==> src/rtl/uart_frame_rx_if.sv <==
// Signal bundle between a UART serial source and the two-byte frame receiver.
// The master drives the serial line; the slave (receiver) drives the decoded frame.
interface uart_frame_rx_if;
    logic       rx;
    logic [7:0] comida;
    logic [7:0] agua;
    logic       valid;
    logic       ferr;
    logic [1:0] stat;

    modport master (
        output rx,
        input  comida,
        input  agua,
        input  valid,
        input  ferr,
        input  stat
    );

    modport slave (
        input  rx,
        output comida,
        output agua,
        output valid,
        output ferr,
        output stat
    );
endinterface

==> src/rtl/uart_frame_rx.sv <==
// Two-byte UART frame receiver (8N1, LSB first). Byte 0 is food (comida),
// byte 1 is water (agua); both are published together once byte 1 arrives.
//
// Bit receiver states
//   state    | meaning
//   RX_IDLE  | waiting for a falling edge on the synchronized line
//   RX_START | half a bit in, confirming the start bit is still low
//   RX_DATA  | sampling 8 data bits, one per bit time
//   RX_STOP  | sampling the stop bit
//
// Frame states (value is driven on stat)
//   state    | meaning
//   FR_EXP0  | 0: expecting byte 0
//   FR_RX0   | 1: receiving byte 0
//   FR_EXP1  | 2: byte 0 held, expecting byte 1 (timeout running)
//   FR_RX1   | 3: receiving byte 1
module uart_frame_rx #(
    parameter int BAUD    = 104,
    parameter int TIMEOUT = 1664
) (
    input  logic           clk,
    input  logic           rst,
    uart_frame_rx_if.slave bus
);
    localparam int CW = $clog2(BAUD + 1);
    localparam int TW = $clog2(TIMEOUT + 1);
    localparam logic [CW-1:0] C_BAUD = CW'(BAUD);
    localparam logic [CW-1:0] C_HALF = CW'(BAUD / 2);
    localparam logic [CW-1:0] C_ONE  = CW'(1);
    localparam logic [TW-1:0] T_TOUT = TW'(TIMEOUT);
    localparam logic [TW-1:0] T_ONE  = TW'(1);

    typedef enum logic [1:0] {
        RX_IDLE  = 2'd0,
        RX_START = 2'd1,
        RX_DATA  = 2'd2,
        RX_STOP  = 2'd3
    } rx_state_t;

    typedef enum logic [1:0] {
        FR_EXP0 = 2'd0,
        FR_RX0  = 2'd1,
        FR_EXP1 = 2'd2,
        FR_RX1  = 2'd3
    } fr_state_t;

    logic          r_rx_meta;
    logic          r_rx_sync;
    logic          r_rx_prev;
    rx_state_t     r_rx_state;
    rx_state_t     w_rx_next;
    fr_state_t     r_fr_state;
    fr_state_t     w_fr_next;
    logic [CW-1:0] r_bit_tmr;
    logic [2:0]    r_bits_left;
    logic [7:0]    r_shift;
    logic [7:0]    r_byte0;
    logic [TW-1:0] r_to_tmr;
    logic [7:0]    r_comida;
    logic [7:0]    r_agua;
    logic          r_valid;
    logic          r_ferr;

    logic w_fall;
    logic w_bit_tc;
    logic w_timeout;
    logic w_start_det;
    logic w_false_start;
    logic w_data_smp;
    logic w_byte_ok;
    logic w_frame_err;

    // Two-flop synchronizer plus one history flop for falling-edge detection.
    always_ff @(posedge clk or posedge rst) begin
        if (rst) begin
            r_rx_meta <= 1'b1;
            r_rx_sync <= 1'b1;
            r_rx_prev <= 1'b1;
        end else begin
            r_rx_meta <= bus.rx;
            r_rx_sync <= r_rx_meta;
            r_rx_prev <= r_rx_sync;
        end
    end

    // State registers for the bit receiver and the frame sequencer.
    always_ff @(posedge clk or posedge rst) begin
        if (rst) begin
            r_rx_state <= RX_IDLE;
            r_fr_state <= FR_EXP0;
        end else begin
            r_rx_state <= w_rx_next;
            r_fr_state <= w_fr_next;
        end
    end

    // Next-state logic and per-cycle receiver events.
    always_comb begin
        w_rx_next     = r_rx_state;
        w_fr_next     = r_fr_state;
        w_start_det   = 1'b0;
        w_false_start = 1'b0;
        w_data_smp    = 1'b0;
        w_byte_ok     = 1'b0;
        w_frame_err   = 1'b0;
        w_fall        = r_rx_prev & ~r_rx_sync;
        w_bit_tc      = (r_bit_tmr == C_ONE);
        w_timeout     = (r_fr_state == FR_EXP1) && (r_to_tmr == T_ONE);

        case (r_rx_state)
            RX_IDLE: begin
                if (w_fall) begin
                    w_start_det = 1'b1;
                    w_rx_next   = RX_START;
                end
            end
            RX_START: begin
                if (w_bit_tc) begin
                    if (!r_rx_sync) begin
                        w_rx_next = RX_DATA;
                    end else begin
                        w_false_start = 1'b1;
                        w_rx_next     = RX_IDLE;
                    end
                end
            end
            RX_DATA: begin
                if (w_bit_tc) begin
                    w_data_smp = 1'b1;
                    if (r_bits_left == 3'd0) begin
                        w_rx_next = RX_STOP;
                    end
                end
            end
            default: begin
                if (w_bit_tc) begin
                    w_rx_next = RX_IDLE;
                    if (r_rx_sync) begin
                        w_byte_ok = 1'b1;
                    end else begin
                        w_frame_err = 1'b1;
                    end
                end
            end
        endcase

        case (r_fr_state)
            FR_EXP0: begin
                if (w_start_det) w_fr_next = FR_RX0;
            end
            FR_RX0: begin
                if (w_byte_ok) begin
                    w_fr_next = FR_EXP1;
                end else if (w_false_start || w_frame_err) begin
                    w_fr_next = FR_EXP0;
                end
            end
            FR_EXP1: begin
                // An expiring timeout takes precedence; a simultaneous start becomes byte 0.
                if (w_timeout) begin
                    w_fr_next = w_start_det ? FR_RX0 : FR_EXP0;
                end else if (w_start_det) begin
                    w_fr_next = FR_RX1;
                end
            end
            default: begin
                if (w_byte_ok || w_frame_err) begin
                    w_fr_next = FR_EXP0;
                end else if (w_false_start) begin
                    w_fr_next = FR_EXP1;
                end
            end
        endcase
    end

    // Bit timer, bit counter and LSB-first shift register.
    always_ff @(posedge clk or posedge rst) begin
        if (rst) begin
            r_bit_tmr   <= '0;
            r_bits_left <= '0;
            r_shift     <= '0;
        end else begin
            if (w_start_det) begin
                r_bit_tmr <= C_HALF;
            end else if (r_rx_state != RX_IDLE) begin
                r_bit_tmr <= w_bit_tc ? C_BAUD : r_bit_tmr - C_ONE;
            end
            if (w_start_det) begin
                r_bits_left <= 3'd7;
            end else if (w_data_smp && (r_bits_left != 3'd0)) begin
                r_bits_left <= r_bits_left - 3'd1;
            end
            if (w_data_smp) begin
                r_shift <= {r_rx_sync, r_shift[7:1]};
            end
        end
    end

    // Inter-byte timeout: reloaded outside state 2, counts down while waiting for byte 1.
    always_ff @(posedge clk or posedge rst) begin
        if (rst) begin
            r_to_tmr <= '0;
        end else if (r_fr_state != FR_EXP1) begin
            r_to_tmr <= T_TOUT;
        end else if (r_to_tmr != '0) begin
            r_to_tmr <= r_to_tmr - T_ONE;
        end
    end

    // Byte-0 holding register and the published frame outputs.
    always_ff @(posedge clk or posedge rst) begin
        if (rst) begin
            r_byte0  <= '0;
            r_comida <= '0;
            r_agua   <= '0;
            r_valid  <= 1'b0;
            r_ferr   <= 1'b0;
        end else begin
            if ((r_fr_state == FR_RX0) && w_byte_ok) begin
                r_byte0 <= r_shift;
            end else if (w_timeout || w_frame_err) begin
                r_byte0 <= '0;
            end
            r_valid <= (r_fr_state == FR_RX1) && w_byte_ok;
            r_ferr  <= w_frame_err;
            if ((r_fr_state == FR_RX1) && w_byte_ok) begin
                r_comida <= r_byte0;
                r_agua   <= r_shift;
            end
        end
    end

    assign bus.comida = r_comida;
    assign bus.agua   = r_agua;
    assign bus.valid  = r_valid;
    assign bus.ferr   = r_ferr;
    assign bus.stat   = r_fr_state;
endmodule

==> src/flat_wrapper.sv <==
// flat-port wrapper written by rule: the top's interface ports become plain ports
module uart_frame_rx_flat 
#(
    parameter int BAUD    = 104,
    parameter int TIMEOUT = 1664
)
  (clk, rst, bus_rx, bus_comida, bus_agua, bus_valid, bus_ferr, bus_stat);
  uart_frame_rx_if bus_i ();
  input  logic clk;
  input  logic rst;
  input wire logic [$bits(bus_i.rx)-1:0] bus_rx;
  output wire logic [$bits(bus_i.comida)-1:0] bus_comida;
  output wire logic [$bits(bus_i.agua)-1:0] bus_agua;
  output wire logic [$bits(bus_i.valid)-1:0] bus_valid;
  output wire logic [$bits(bus_i.ferr)-1:0] bus_ferr;
  output wire logic [$bits(bus_i.stat)-1:0] bus_stat;
  assign bus_i.rx = bus_rx;
  assign bus_comida = bus_i.comida;
  assign bus_agua = bus_i.agua;
  assign bus_valid = bus_i.valid;
  assign bus_ferr = bus_i.ferr;
  assign bus_stat = bus_i.stat;
  uart_frame_rx #(.BAUD(BAUD), .TIMEOUT(TIMEOUT)) u_core (.clk(clk), .rst(rst), .bus(bus_i));
endmodule
==> config.mk <==
export PLATFORM = sky130hd
export DESIGN_NAME = uart_frame_rx_flat
export DESIGN_NICKNAME = d
export VERILOG_FILES = /design/src/rtl/uart_frame_rx_if.sv /design/src/rtl/uart_frame_rx.sv /design/src/flat_wrapper.sv
export SDC_FILE = /design/constraint.sdc
export NUM_CORES = 1
export LEC_CHECK = 0
export CAP_MARGIN = 20
export CORE_MARGIN = 2
export CORE_UTILIZATION = 50
export CTS_BUF_LIST = sky130_fd_sc_hd__clkbuf_16
export CTS_CLUSTER_SIZE = 24
export DETAILED_ROUTE_END_ITERATION = 6
export PLACE_DENSITY = 0.7
export RECOVER_POWER = 50
export SKIP_LAST_GASP = 1
export SYNTH_ARGS = -nofsm -noshare
export SYNTH_HDL_FRONTEND = slang
export SYNTH_SLANG_ARGS = --single-unit
==> constraint.sdc <==
create_clock -name clk -period 2.5 [get_ports clk]
set_input_delay 0.25 -clock clk [delete_from_list [all_inputs] [get_ports clk]]
set_output_delay 0.25 -clock clk [all_outputs]
set_load 0.1 [all_outputs]
==> flow_summary_export.csv <==
group,metric,value,unit
outcome,status,"completed",
sta,rsz0062_at_grt,"no",
clocking,clock-root-buffer,"clkbuf_16",
logic_synthesis,synth_nets,251,
critical_path,worst_ep_arrival_time,2.20,ns
floorplan,dieArea,6420,sq um
routing,drt_iter0_drc,109,
sta,min_period,1.99,ns
sta,maxSlewViolCount,0,
critical_path,cp-end-kind,"flip-flop",
placement,hpwlAfterDp,3790,um
power,cellPowerDensity,817,nW/um^2
sta,max_clock_freq,0.503,GHz
logic_synthesis,synth_area_per_cell,12.0,sq um
sta,setup_viol,0,
layout,ff_latch_area,1560,sq um
routing,viasPerCell,5.58,
power,ir_worst_vdd,0.674,mV
clocking,cts_resized,0,
sta,fin_skew,0.00254,ns
logic_synthesis,ys.warnings.count,0,
logic_synthesis,yosysTopAreaCellShare,51.0,%
critical_path,crit_buf_inv,1,
logic_synthesis,synth_area_leaders,"dfrtp_1 51%, mux2_2 5.4%, mux2_4 5.2%",
critical_path,critPathRequiredTime,2.71,ns
logic_synthesis,ys_ff_latch,62,
layout,final_core_util,61.2,%
critical_path,max_stage_delay,0.46,ns
floorplan,rows,27,
clocking,cts_buffers,9,
logic_synthesis,ys.flop_type,"dfrtp_1",
layout,fin_nets,282,
layout,drive_gt1_share,25.6,%
critical_path,startpoint_type,"flip-flop",
logic_synthesis,syn_area,2900,sq um
grt,top_usage_layer,"met2",
routing,vias,1947,
grt,grt_util_met1,25.8,%
floorplan,die_w,80.1,um
grt,grt_max_degree,36,
power,leakage,1.55,nW
clocking,cts_buffer_depth,2,
layout,area_delta_synth_final,17.0,%
sta,worst_pin_slew,1.17,ns
logic_synthesis,synthArstFlopShare,100,%
clocking,postCtsHoldBufs,0,
sta,hold_viol,0,
placement,gp_congestion,0.777,
run,cap_violations,0,
sta,setup_tns,0,ns
placement,io_buffers,22,
layout,multi_input_area,1260,sq um
grt,grt_use_met3,6.74,%
grt,use_met2,29.5,%
hold_path,hp-class,"reg -> reg",
sta,max_slew_margin,22.5,%
layout,stdcell_area,3390,sq um
grt,grt_pass1_vias,1923,
clocking,clkTransAtPathRegs,0.05,ns
logic_synthesis,ys_types,56,
layout,nFillCells,449,
clocking,clk-insertion-delay-late,0.33,ns
clocking,cts.htree.levels,3,
clocking,clock-sinks,62,
routing,dr.pass1.iters,4,
logic_synthesis,syn_inst,241,
logic_synthesis,yosysTopAreaCell,"dfrtp_1",
routing,wirelength,5550,um
sta,period_share,79.6,%
critical_path,crit_type,"reg -> reg",
routing,ant_nets,0,
critical_path,worst-path-max-fanout,16,
critical_path,crit_family,"simple AND/OR/NAND/NOR gates",
grt,grt_pass1_wl,9340,um
floorplan,pin_count,23,
logic_synthesis,seq_area_frac_synth,53.7,%
grt,grtUsageTotal,19.6,%
floorplan,fp.coreArea,5540,sq um
floorplan,initial_core_util,52.3,%
grt,grt_antenna_before_repair,0,
grt,overflow,0,
floorplan,die_y,80.1,um
critical_path,cp_slowest_cell,"dfrtp_1",
clocking,cts_setup_buffers,0,
routing,drc_errors,0,
critical_path,cp_cell_sequence,"nor4_4, nand2_2, nor3_4, buf_4, mux2_2",
placement,placed_area,3160,sq um
routing,wl_per_cell,15.9,um
clocking,cts_tree,"done",
logic_synthesis,synth_edf_count,0,
layout,diodes,0,
## synthesized netlist by cell type (all sizes together) (5+ instances only)
library cell / instances
inv: 10
nand3: 11
nand2: 21
mux2: 25
o2bb2ai: 8
ha: 7
or3: 6
nor2: 16
a21oi: 7
xnor2: 5
nor3: 8
dfrtp: 59
o21ai: 7
## cells by family (layout without fill, tap and decap cells)
kind of cell             count (synthesis)  count (layout)  synth area share, %
flip-flops                              62              62                 53.7
multiplexers                            26              26                 11.4
buffers and inverters                   16              52                 2.76
AND/OR/NAND/NOR                         85              85                 17.5
AO/OA/AOI/OAI                           39              39                 9.81
XOR/XNOR                                 6               6                 1.81
adder cells (fa/ha/maj)                  7               7                 3.02
## worst paths after layout
path,slack [ns],startpoint,endpoint,cells after the start
min reg2reg,0.36,u_core.r_rx_meta,u_core.r_rx_sync,0
min in group asynchronous,0.65,rst,u_core.bus.ferr,2
max in group asynchronous,1.05,rst,u_core.r_rx_meta,3
min,0.36,u_core.r_rx_meta,u_core.r_rx_sync,0
max,0.51,u_core.r_bit_tmr[3],u_core.bus.agua[2],5
max reg2reg,0.51,u_core.r_bit_tmr[3],u_core.bus.agua[2],5
## power breakdown
group	switching, mW	internal (mW)	leakage [nW]
Clock	0.426	0.653	0.135
Sequential	0.148	1.10	0.802
Combinational	0.258	0.183	0.611
Total	0.832	1.94	1.55
## cell type report
cell class	count	area share, %
clock buffers	9	6.64
well taps	72	2.66
flip-flops and latches	62	45.9
clock inverters	7	0.997
inverters	10	1.11
repair buffers	26	5.50
multi-input cells	163	37.2
## cells in the final DEF (no fill, tap or decap), drive strengths merged, types with 2 or more instances in the layout
master,netlist,final
a2111oi,2,2
a21oi,7,7
buf,3,17
clkbuf,3,16
clkinv,0,4
dfrtp,59,59
dfstp,3,3
dlygate4sd3,0,2
ha,7,7
inv,10,12
mux2,25,25
nand2,21,21
nand2b,3,3
nand3,11,11
nand3b,2,2
nand4b,2,2
nor2,16,16
nor2b,3,3
nor3,8,8
nor4,2,2
o211ai,2,2
o21ai,7,7
o2bb2ai,8,8
o31a,2,2
o31ai,2,2
or2,3,3
or3,6,6
or4,3,3
xnor2,5,5
## sequential cells by signal, indices dropped and copies added (netlist names)
signal	count
u_core.r_rx_prev	1
u_core.bus.agua	8
u_core.bus.ferr	1
u_core.bus.stat	2
u_core.r_shift	8
u_core.r_rx_meta	1
u_core.r_bits_left	3
u_core.r_to_tmr	11
u_core.bus.valid	1
u_core.r_rx_sync	1
u_core.r_byte0	8
u_core.bus.comida	8
u_core.r_bit_tmr	7
u_core.r_rx_state	2
## per-stage QoR
stage	worst slack, ns	instances	power [mW]	hold slack [ns]
final	0.510	349	2.77	0.359
after global routing	0.290	349	2.90	0.367
after CTS	0.508	349	2.79	0.323
after detailed placement	0.521	333	1.70	0.347
after global placement	0.571	333	1.68	0.346
after floorplan	0.275	241	1.59	0.254
## layer usage
metal / vias to the layer above / wire length, um
met4: 0 / 115
met1: 965 / 2610
met2: 33 / 2600
met3: 11 / 219
met5: - / 0
li1: 938 / -
No activity file was read; power rests on OpenSTA's default activity.
